$ cat src/rtl/matrix_pkg.sv
// Shared panel-path constants, swap FSM encoding, pixel payload type and gamma table.
package matrix_pkg;

  localparam int unsigned COL_WIDTH   = 6;
  localparam int unsigned ROW_WIDTH   = 4;
  localparam int unsigned COLOR_WIDTH = 8;
  localparam int unsigned PLANES      = 6;
  localparam int unsigned ADDR_WIDTH  = 1 + ROW_WIDTH + COL_WIDTH;
  localparam int unsigned PIXEL_WIDTH = 3 * COLOR_WIDTH;

  localparam logic [0:0] SWAP_IDLE    = 1'b0;
  localparam logic [0:0] SWAP_PENDING = 1'b1;

  typedef struct packed {
    logic [COLOR_WIDTH-1:0] r;
    logic [COLOR_WIDTH-1:0] g;
    logic [COLOR_WIDTH-1:0] b;
  } rgb888_t;

  // Gamma ~2.0 table: top PLANES bits of ch*ch, so 0 -> 0 and full scale -> 63.
  function automatic logic [PLANES-1:0] gamma_lut(input logic [COLOR_WIDTH-1:0] ch);
    logic [2*COLOR_WIDTH-1:0] sq;
    sq = (2*COLOR_WIDTH)'(ch) * (2*COLOR_WIDTH)'(ch);
    return sq[2*COLOR_WIDTH-1 -: PLANES];
  endfunction

endpackage

$ cat src/rtl/matrix_plane_select.sv
// One RGB888 word plus bit-plane mask to three plane bits {r,g,b}; purely combinational.
module matrix_plane_select
  import matrix_pkg::*;
#(
  parameter bit GAMMA_EN = 1'b1
) (
  input  rgb888_t           pixel,
  input  logic [PLANES-1:0] mask,
  output logic [2:0]        bits_c
);

  logic [PLANES-1:0] level_r;
  logic [PLANES-1:0] level_g;
  logic [PLANES-1:0] level_b;

  always_comb begin
    if (GAMMA_EN) begin
      level_r = gamma_lut(pixel.r);
      level_g = gamma_lut(pixel.g);
      level_b = gamma_lut(pixel.b);
    end else begin
      level_r = pixel.r[COLOR_WIDTH-1 -: PLANES];
      level_g = pixel.g[COLOR_WIDTH-1 -: PLANES];
      level_b = pixel.b[COLOR_WIDTH-1 -: PLANES];
    end
    // Multi-hot masks simply OR the selected planes together.
    bits_c = {|(level_r & mask), |(level_g & mask), |(level_b & mask)};
  end

endmodule

$ cat src/rtl/matrix_pixel_fetch.sv
// Scanner-to-shift-chain data stage: framebuffer fetch, plane select, double-buffer swap.
module matrix_pixel_fetch
  import matrix_pkg::*;
#(
  parameter bit GAMMA_EN = 1'b1
) (
  input  logic                   clk_in,
  input  logic                   reset,
  input  logic                   pixel_load,
  input  logic [COL_WIDTH-1:0]   column_address,
  input  logic [ROW_WIDTH-1:0]   row_address,
  input  logic [PLANES-1:0]      brightness_mask,
  output logic                   fb_rd_en,
  output logic [ADDR_WIDTH-1:0]  fb_rd_addr,
  input  logic [PIXEL_WIDTH-1:0] fb_top_data,
  input  logic [PIXEL_WIDTH-1:0] fb_bot_data,
  output logic [2:0]             rgb_top,
  output logic [2:0]             rgb_bot,
  output logic                   pixel_valid,
  input  logic                   swap_req,
  output logic                   swap_ack,
  output logic                   display_buffer
);

  logic [0:0]        state;
  logic [0:0]        state_next;
  logic              frame_boundary;
  logic              swap_take;
  logic              valid_s1;
  logic [PLANES-1:0] mask_s1;
  logic [2:0]        top_bits_c;
  logic [2:0]        bot_bits_c;
  rgb888_t           top_px;
  rgb888_t           bot_px;

  assign frame_boundary = pixel_load && (row_address == '0) && (column_address == '1)
                          && (brightness_mask == PLANES'(1));

  // Swap FSM: arm on request, take it on the first frame-boundary load while still requested.
  always_ff @(posedge clk_in or negedge reset) begin
    if (!reset) state <= SWAP_IDLE;
    else        state <= state_next;
  end

  always_comb begin
    state_next = state;
    swap_take  = 1'b0;
    case (state)
      SWAP_IDLE: begin
        if (swap_req) state_next = SWAP_PENDING;
      end
      SWAP_PENDING: begin
        if (!swap_req) begin
          state_next = SWAP_IDLE;
        end else if (frame_boundary) begin
          swap_take  = 1'b1;
          state_next = SWAP_IDLE;
        end
      end
      default: state_next = SWAP_IDLE;
    endcase
  end

  always_ff @(posedge clk_in or negedge reset) begin
    if (!reset)         display_buffer <= 1'b0;
    else if (swap_take) display_buffer <= ~display_buffer;
  end

  // The boundary load itself already reads from the newly selected buffer.
  assign swap_ack   = swap_take;
  assign fb_rd_en   = pixel_load;
  assign fb_rd_addr = {display_buffer ^ swap_take, row_address, column_address};

  always_ff @(posedge clk_in or negedge reset) begin
    if (!reset) begin
      valid_s1 <= 1'b0;
      mask_s1  <= '0;
    end else begin
      valid_s1 <= pixel_load;
      mask_s1  <= brightness_mask;
    end
  end

  assign top_px = fb_top_data;
  assign bot_px = fb_bot_data;

  matrix_plane_select #(.GAMMA_EN(GAMMA_EN)) u_sel_top (
    .pixel  (top_px),
    .mask   (mask_s1),
    .bits_c (top_bits_c)
  );

  matrix_plane_select #(.GAMMA_EN(GAMMA_EN)) u_sel_bot (
    .pixel  (bot_px),
    .mask   (mask_s1),
    .bits_c (bot_bits_c)
  );

  always_ff @(posedge clk_in or negedge reset) begin
    if (!reset) begin
      pixel_valid <= 1'b0;
      rgb_top     <= '0;
      rgb_bot     <= '0;
    end else begin
      pixel_valid <= valid_s1;
      rgb_top     <= valid_s1 ? top_bits_c : 3'b000;
      rgb_bot     <= valid_s1 ? bot_bits_c : 3'b000;
    end
  end

endmodule
$ cat config.mk
export PLATFORM = sky130hd
export DESIGN_NAME = matrix_pixel_fetch
export DESIGN_NICKNAME = d
export VERILOG_FILES = /design/src/rtl/matrix_pkg.sv /design/src/rtl/matrix_plane_select.sv /design/src/rtl/matrix_pixel_fetch.sv
export SDC_FILE = /design/constraint.sdc
export NUM_CORES = 1
export LEC_CHECK = 0
export ABC_CLOCK_PERIOD_IN_PS = 1700
export BUFFER_PORTS_ARGS = -buffer_cell sky130_fd_sc_hd__buf_4
export CAP_MARGIN = 0
export CORE_AREA = 2 2 135 137
export CTS_BUF_LIST = sky130_fd_sc_hd__clkbuf_4 sky130_fd_sc_hd__clkbuf_8 sky130_fd_sc_hd__clkbuf_16
export CTS_CLUSTER_SIZE = 40
export DETAILED_ROUTE_END_ITERATION = 10
export DIE_AREA = 0 0 137 139
export PLACE_DENSITY_LB_ADDON = 0.05
export SETUP_SLACK_MARGIN = 0.2
export SYNTH_ARGS = -nofsm -noshare
export SYNTH_HDL_FRONTEND = slang
export SYNTH_SLANG_ARGS = --single-unit
export TNS_END_PERCENT = 20
$ cat constraint.sdc
create_clock -name clk_in -period 1.7 [get_ports clk_in]
set_input_delay 0 -clock clk_in [delete_from_list [all_inputs] [get_ports clk_in]]
set_output_delay 0 -clock clk_in [all_outputs]
set_load 0.01 [all_outputs]
Yosys cells after proc, flatten, opt, wreduce, memory -nomap -nowiden
Index checks and enable logic that the tools add are counted.
- register bits after elaboration: 16
- output and inout port bits: 21
- bits of input ports: 68
- multiply operators: 6
- reductions and logical operators: 10
- muxes and demuxes: 9
- bitwise gates (word level): 9
- equality and inequality tests: 2
- operator list (operator ; number):
    8-bit by 8-bit multiplier with 16-bit output ; 6
    6-bit bitwise AND ; 6
    6-bit OR reduction ; 6
    6-bit by 1-bit == test with 1-bit output, second input constant ; 1
    6-bit == test, second input constant ; 1
    1-bit two-way mux ; 6
    3-bit two-way mux ; 2
    4-bit zero test ; 1
    1-bit logical AND ; 3
    1-bit NOT ; 2
    1-bit one-hot mux with 2 select lines ; 1
    1-bit XOR ; 1

Depth between registers and ports, before layout
- word-level depth: 8
- mapped depth: 17

Hierarchy
From an unflattened synthesis, not the netlist that was laid out.
- cells, all modules: 1125
- area total of the unflattened synthesis: 9988.3 um^2
- by module, submodules not included (module ; instances ; area each (um^2) ; sequential area each (um^2) ; cells each):
    matrix_plane_select at u_sel_bot ; 1 ; 4753.3 ; 0.0 ; 552
    matrix_plane_select at u_sel_top ; 1 ; 4624.4 ; 0.0 ; 529
    matrix_pixel_fetch ; 1 ; 610.6 ; 400.4 ; 44

Least setup slack after synthesis
No wires, ideal clock.
- path kind: input port to flip-flop
- start: input port fb_top_data[20]
- end: register rgb_top[2]
- arrival time: 3.969 ns
- data required time: 1.559 ns
- setup slack: -2.410 ns
- cell stages on the path: 16
- cells stage by stage: and2_1 ha_1 or2_2 fa_1 fa_1 inv_1 fa_1 inv_1 ha_1 a21o_1 a21o_1 a221o_1 xor2_1 a221o_1 a221oi_2 a41oi_1
- word-level cells in the longest chain between the ends: 4
- RTL lines (what ; RTL line ; source):
    start, declared ; matrix_pixel_fetch.sv:15 ; input logic [PIXEL_WIDTH-1:0] fb_top_data,
    8-bit by 8-bit multiplier with 16-bit output ; matrix_pkg.sv:23 ; sq = (2*COLOR_WIDTH)'(ch) * (2*COLOR_WIDTH)'(ch);
    6-bit bitwise AND ; matrix_plane_select.sv:27 ; bits_c = {|(level_r & mask), |(level_g & mask), |(level_b & mask)};
    6-bit OR reduction ; matrix_plane_select.sv:27 ;
    3-bit two-way mux ; matrix_pixel_fetch.sv:106 ; rgb_top <= valid_s1 ? top_bits_c : 3'b000;
    end signal, assigned ; matrix_pixel_fetch.sv:106 ;
    end, declared ; matrix_pixel_fetch.sv:17 ; output logic [2:0] rgb_top,
No other way between the ends.
A chain may end at the register's enable or synchronous reset.

Final worst setup path
- start: input port fb_top_data[22]
- end: register rgb_top[2]
Same word-level chain as after synthesis.

==> metrics.txt <==
# IOs 89; layout cells sized above 1 27.78%; end of the critical path rgb_top[2]$_DFF_PN0_; crit end category flop; dpl ws -2.497 ns; max-cap viol count 0; final HPWL from detailed placement 18190 µm; synth top area cells fa_1 30%, ha_1 23%, and2_1 7.6%; register area share after synthesis 4.198%; total CTS buffers 3; DR vias/cell 4.989; largest net degree at the start of global routing 17; Root Buffer clkbuf_16; crit-path cells buf_4 > and2_4 > fa_1 > fa_1 > inv_1 > fa_1 > fa_1 > inv_1 > ha_4 > and4_4 > a221o_1 > xor2_1 > a221o_1 > a221oi_2 > a41oi_2; max-slew violations 0; area occupied by multi-input gates 8582 µm²; status finished, violations left; Die Height 139 µm; min-delay src swap_req; Worst Clk Skew 0.0009132 ns; Synth Net Count 1435; final setup margin -2.199 ns; final total power 9.782 mW; core box area 17660 µm²; Min Hold Slack 0.05381 ns; die area 19040 µm²; top-count cell post-synth inv_1; Seq. cell area 400.4 µm²; Worst VDD drop 0.4620 mV; Clock Latency Late Sink 0.25 ns; Ys Warns 0; Synth Instances 1050; DRT Pass-1 Iters 6; most used cell, CP fa_1; Port Buffer Count 88; RSZ-0062 raised after global routing true; # DRC 0; Critical Path Start Type input pin; Worst path top cell family by delay adder cells; Fin. Hold Viols 0; Initial Util 54.02%; DRT iter0 DRCs 154; Final ANT Viol Nets 0; endpoints failing setup 6; area share of the largest cell type after synthesis 30.22%; Reg2Reg Depth 5; gr usage total 22.40%; clock buffer depth 2; antenna cells 0; Setup CP Type in -> reg; global-route wire length before repair 35780 µm; std cell rows 49; vias in the first global route 8221; Critical Path RT 1.81 ns; routed len/inst 12.63 µm; CP Max Fanout 5; routability cong. 0.8076; r2r endpoint rgb_top[1]$_DFF_PN0_; CP startpoint fb_top_data[22]; Reg clk slew, reported paths 0.05 ns; Buf/Inv on CP 3; synthesized area 9538 µm²; WL final 19940 µm; asr flop ratio synth 100.0%; Pwr Density 787.4 nW/µm²; synth cell count leaders 191 x inv_1, 173 x ha_1, 144 x fa_1; failing checks setup timing; post-route minimum period 3.899 ns; r2r setup slk 0.28 ns; total number of vias 7878; FMAX 256.5 MHz; area delta synth->final 30.24%; Horiz. Die Dim 137 µm; Cells on Worst Hold Path 3; reg-to-reg startpoint mask_s1[5]$_DFF_PN0_; Leak Pwr 6.860 nW; Post-Syn Area per Cell 9.084 µm²; Hold Path Class in -> reg; nets 1736; CTS HTree Levels 1; Critical-path top delay cell fa_1; number of flops mapped to enable cells by yosys 0; initial antenna violation count 0; cell taking the most area after synthesis fa_1; Yosys cell types 57; Sink Count 16; gr ovfl total 0; CP max stage delay 0.56 ns; Post-synth top flop dfrtp_1; TritonCTS clock tree yes; final clock period utilization by the worst path 229.4%; Filler Cell Count 1499; WP data arrival 4.01 ns; critical path depth in cells 15; #FFs+latches synth 16
sequential cells by signal (all words and copies together), names as in the netlist:
register,cells
valid_s1,1
rgb_top,3
state,1
mask_s1,6
rgb_bot,3
pixel_valid,1
display_buffer,1
layout make-up:
class | count | area share [%]
clock buffer | 4 | 0.7151
inverter | 191 | 5.862
multi-input combinational | 831 | 69.09
sequential | 16 | 3.223
tap | 229 | 2.307
timing repair buffer | 308 | 18.81
per-layer routing:
layer  wire length, µm  share of wire (%)  GRT usage, %  vias to the layer above
met4               109               0.55         1.519                        0
met5                 0                  0             0                        -
li1                  -                  -             -                     4034
met1              9462                 47         31.15                     3764
met3               450                2.3         2.010                       10
met2              9914                 50         39.51                       70
repair_timing:
item	in CTS	in global routing
endpoints found under the hold margin	23	0
pin swaps	17	27
setup buffers	1	0
resized for setup	11	17
hold buffers	8	0
endpoints found under the setup margin	8	7
worst register-to-register path, stage by stage, from the launching register on:
cell and delay (ns):
dfrtp_1 0.53, nor4b_1 0.27, o21ai_0 0.13, o31a_1 0.11
and4_1 0.15, a31oi_1 0.15
report_power, final:
group	internal [mW]	switching (mW)	total (mW)
Clock	0.358	0.158	0.516
Sequential	0.454	0.0493	0.503
Combinational	4.45	4.31	8.76
worst min path at each step:
stage	endpoint	slack [ns]
finish	state$_DFF_PN0_	0.05
global route	state$_DFF_PN0_	0.09
CTS	state$_DFF_PN0_	0.05
detailed placement	mask_s1[0]$_DFF_PN0_	-0.12
global placement	mask_s1[0]$_DFF_PN0_	-0.12
floorplan	display_buffer$_DFFE_PN0P_	-0.30
kinds of logic (layout without fill, tap and decap cells):
group           after synthesis  in the layout  synth area share [%]
compound gates              147            147                 10.72
xor+xnor                     62             62                 5.693
fa+ha+maj                   317            317                 52.92
buf+inv                     203            503                 8.422
flops                        16             16                 4.198
mux                           9              9                 1.023
other cells                   1              1               0.03932
simple gates                295            295                 16.99
cells in the final DEF (no fill, tap or decap), types with 4 or more instances in the layout:
master	instances
xnor2_1	34
nand2_1	50
nor3_1	7
a211oi_2	4
xor2_1	28
and2_1	110
fa_1	141
nand4_1	7
o31ai_1	4
or2_2	4
and2_2	5
a22oi_1	5
o21a_1	6
mux2_2	6
dlygate4sd3_1	8
dfrtp_1	16
nor2_4	6
and4_1	4
a21oi_1	39
a31oi_1	8
ha_1	167
nand3_1	13
nand2b_1	7
and2_4	6
a21o_1	16
a41oi_1	4
o21ai_1	8
buf_4	299
a221o_1	4
and3_1	10
inv_2	6
o21ai_0	14
ha_4	6
inv_1	182
nor2b_1	13
nor2_1	34
metrics by stage:
step / setup TNS (ns) / utilization [%] / area, µm² / std cells
2_1_floorplan: -12.79 / - / 9707 / 1050
3_3_place_gp: -14.28 / 68.82 / 12150 / 1566
3_5_place_dp: -14.57 / 68.82 / 12150 / 1566
4_1_cts: -12.81 / 70.03 / 12360 / 1579
5_1_grt: -14.05 / 70.35 / 12420 / 1579
6_report: -12.73 / 70.35 / 12420 / 1579
No activity file was read; power rests on OpenSTA's default activity.
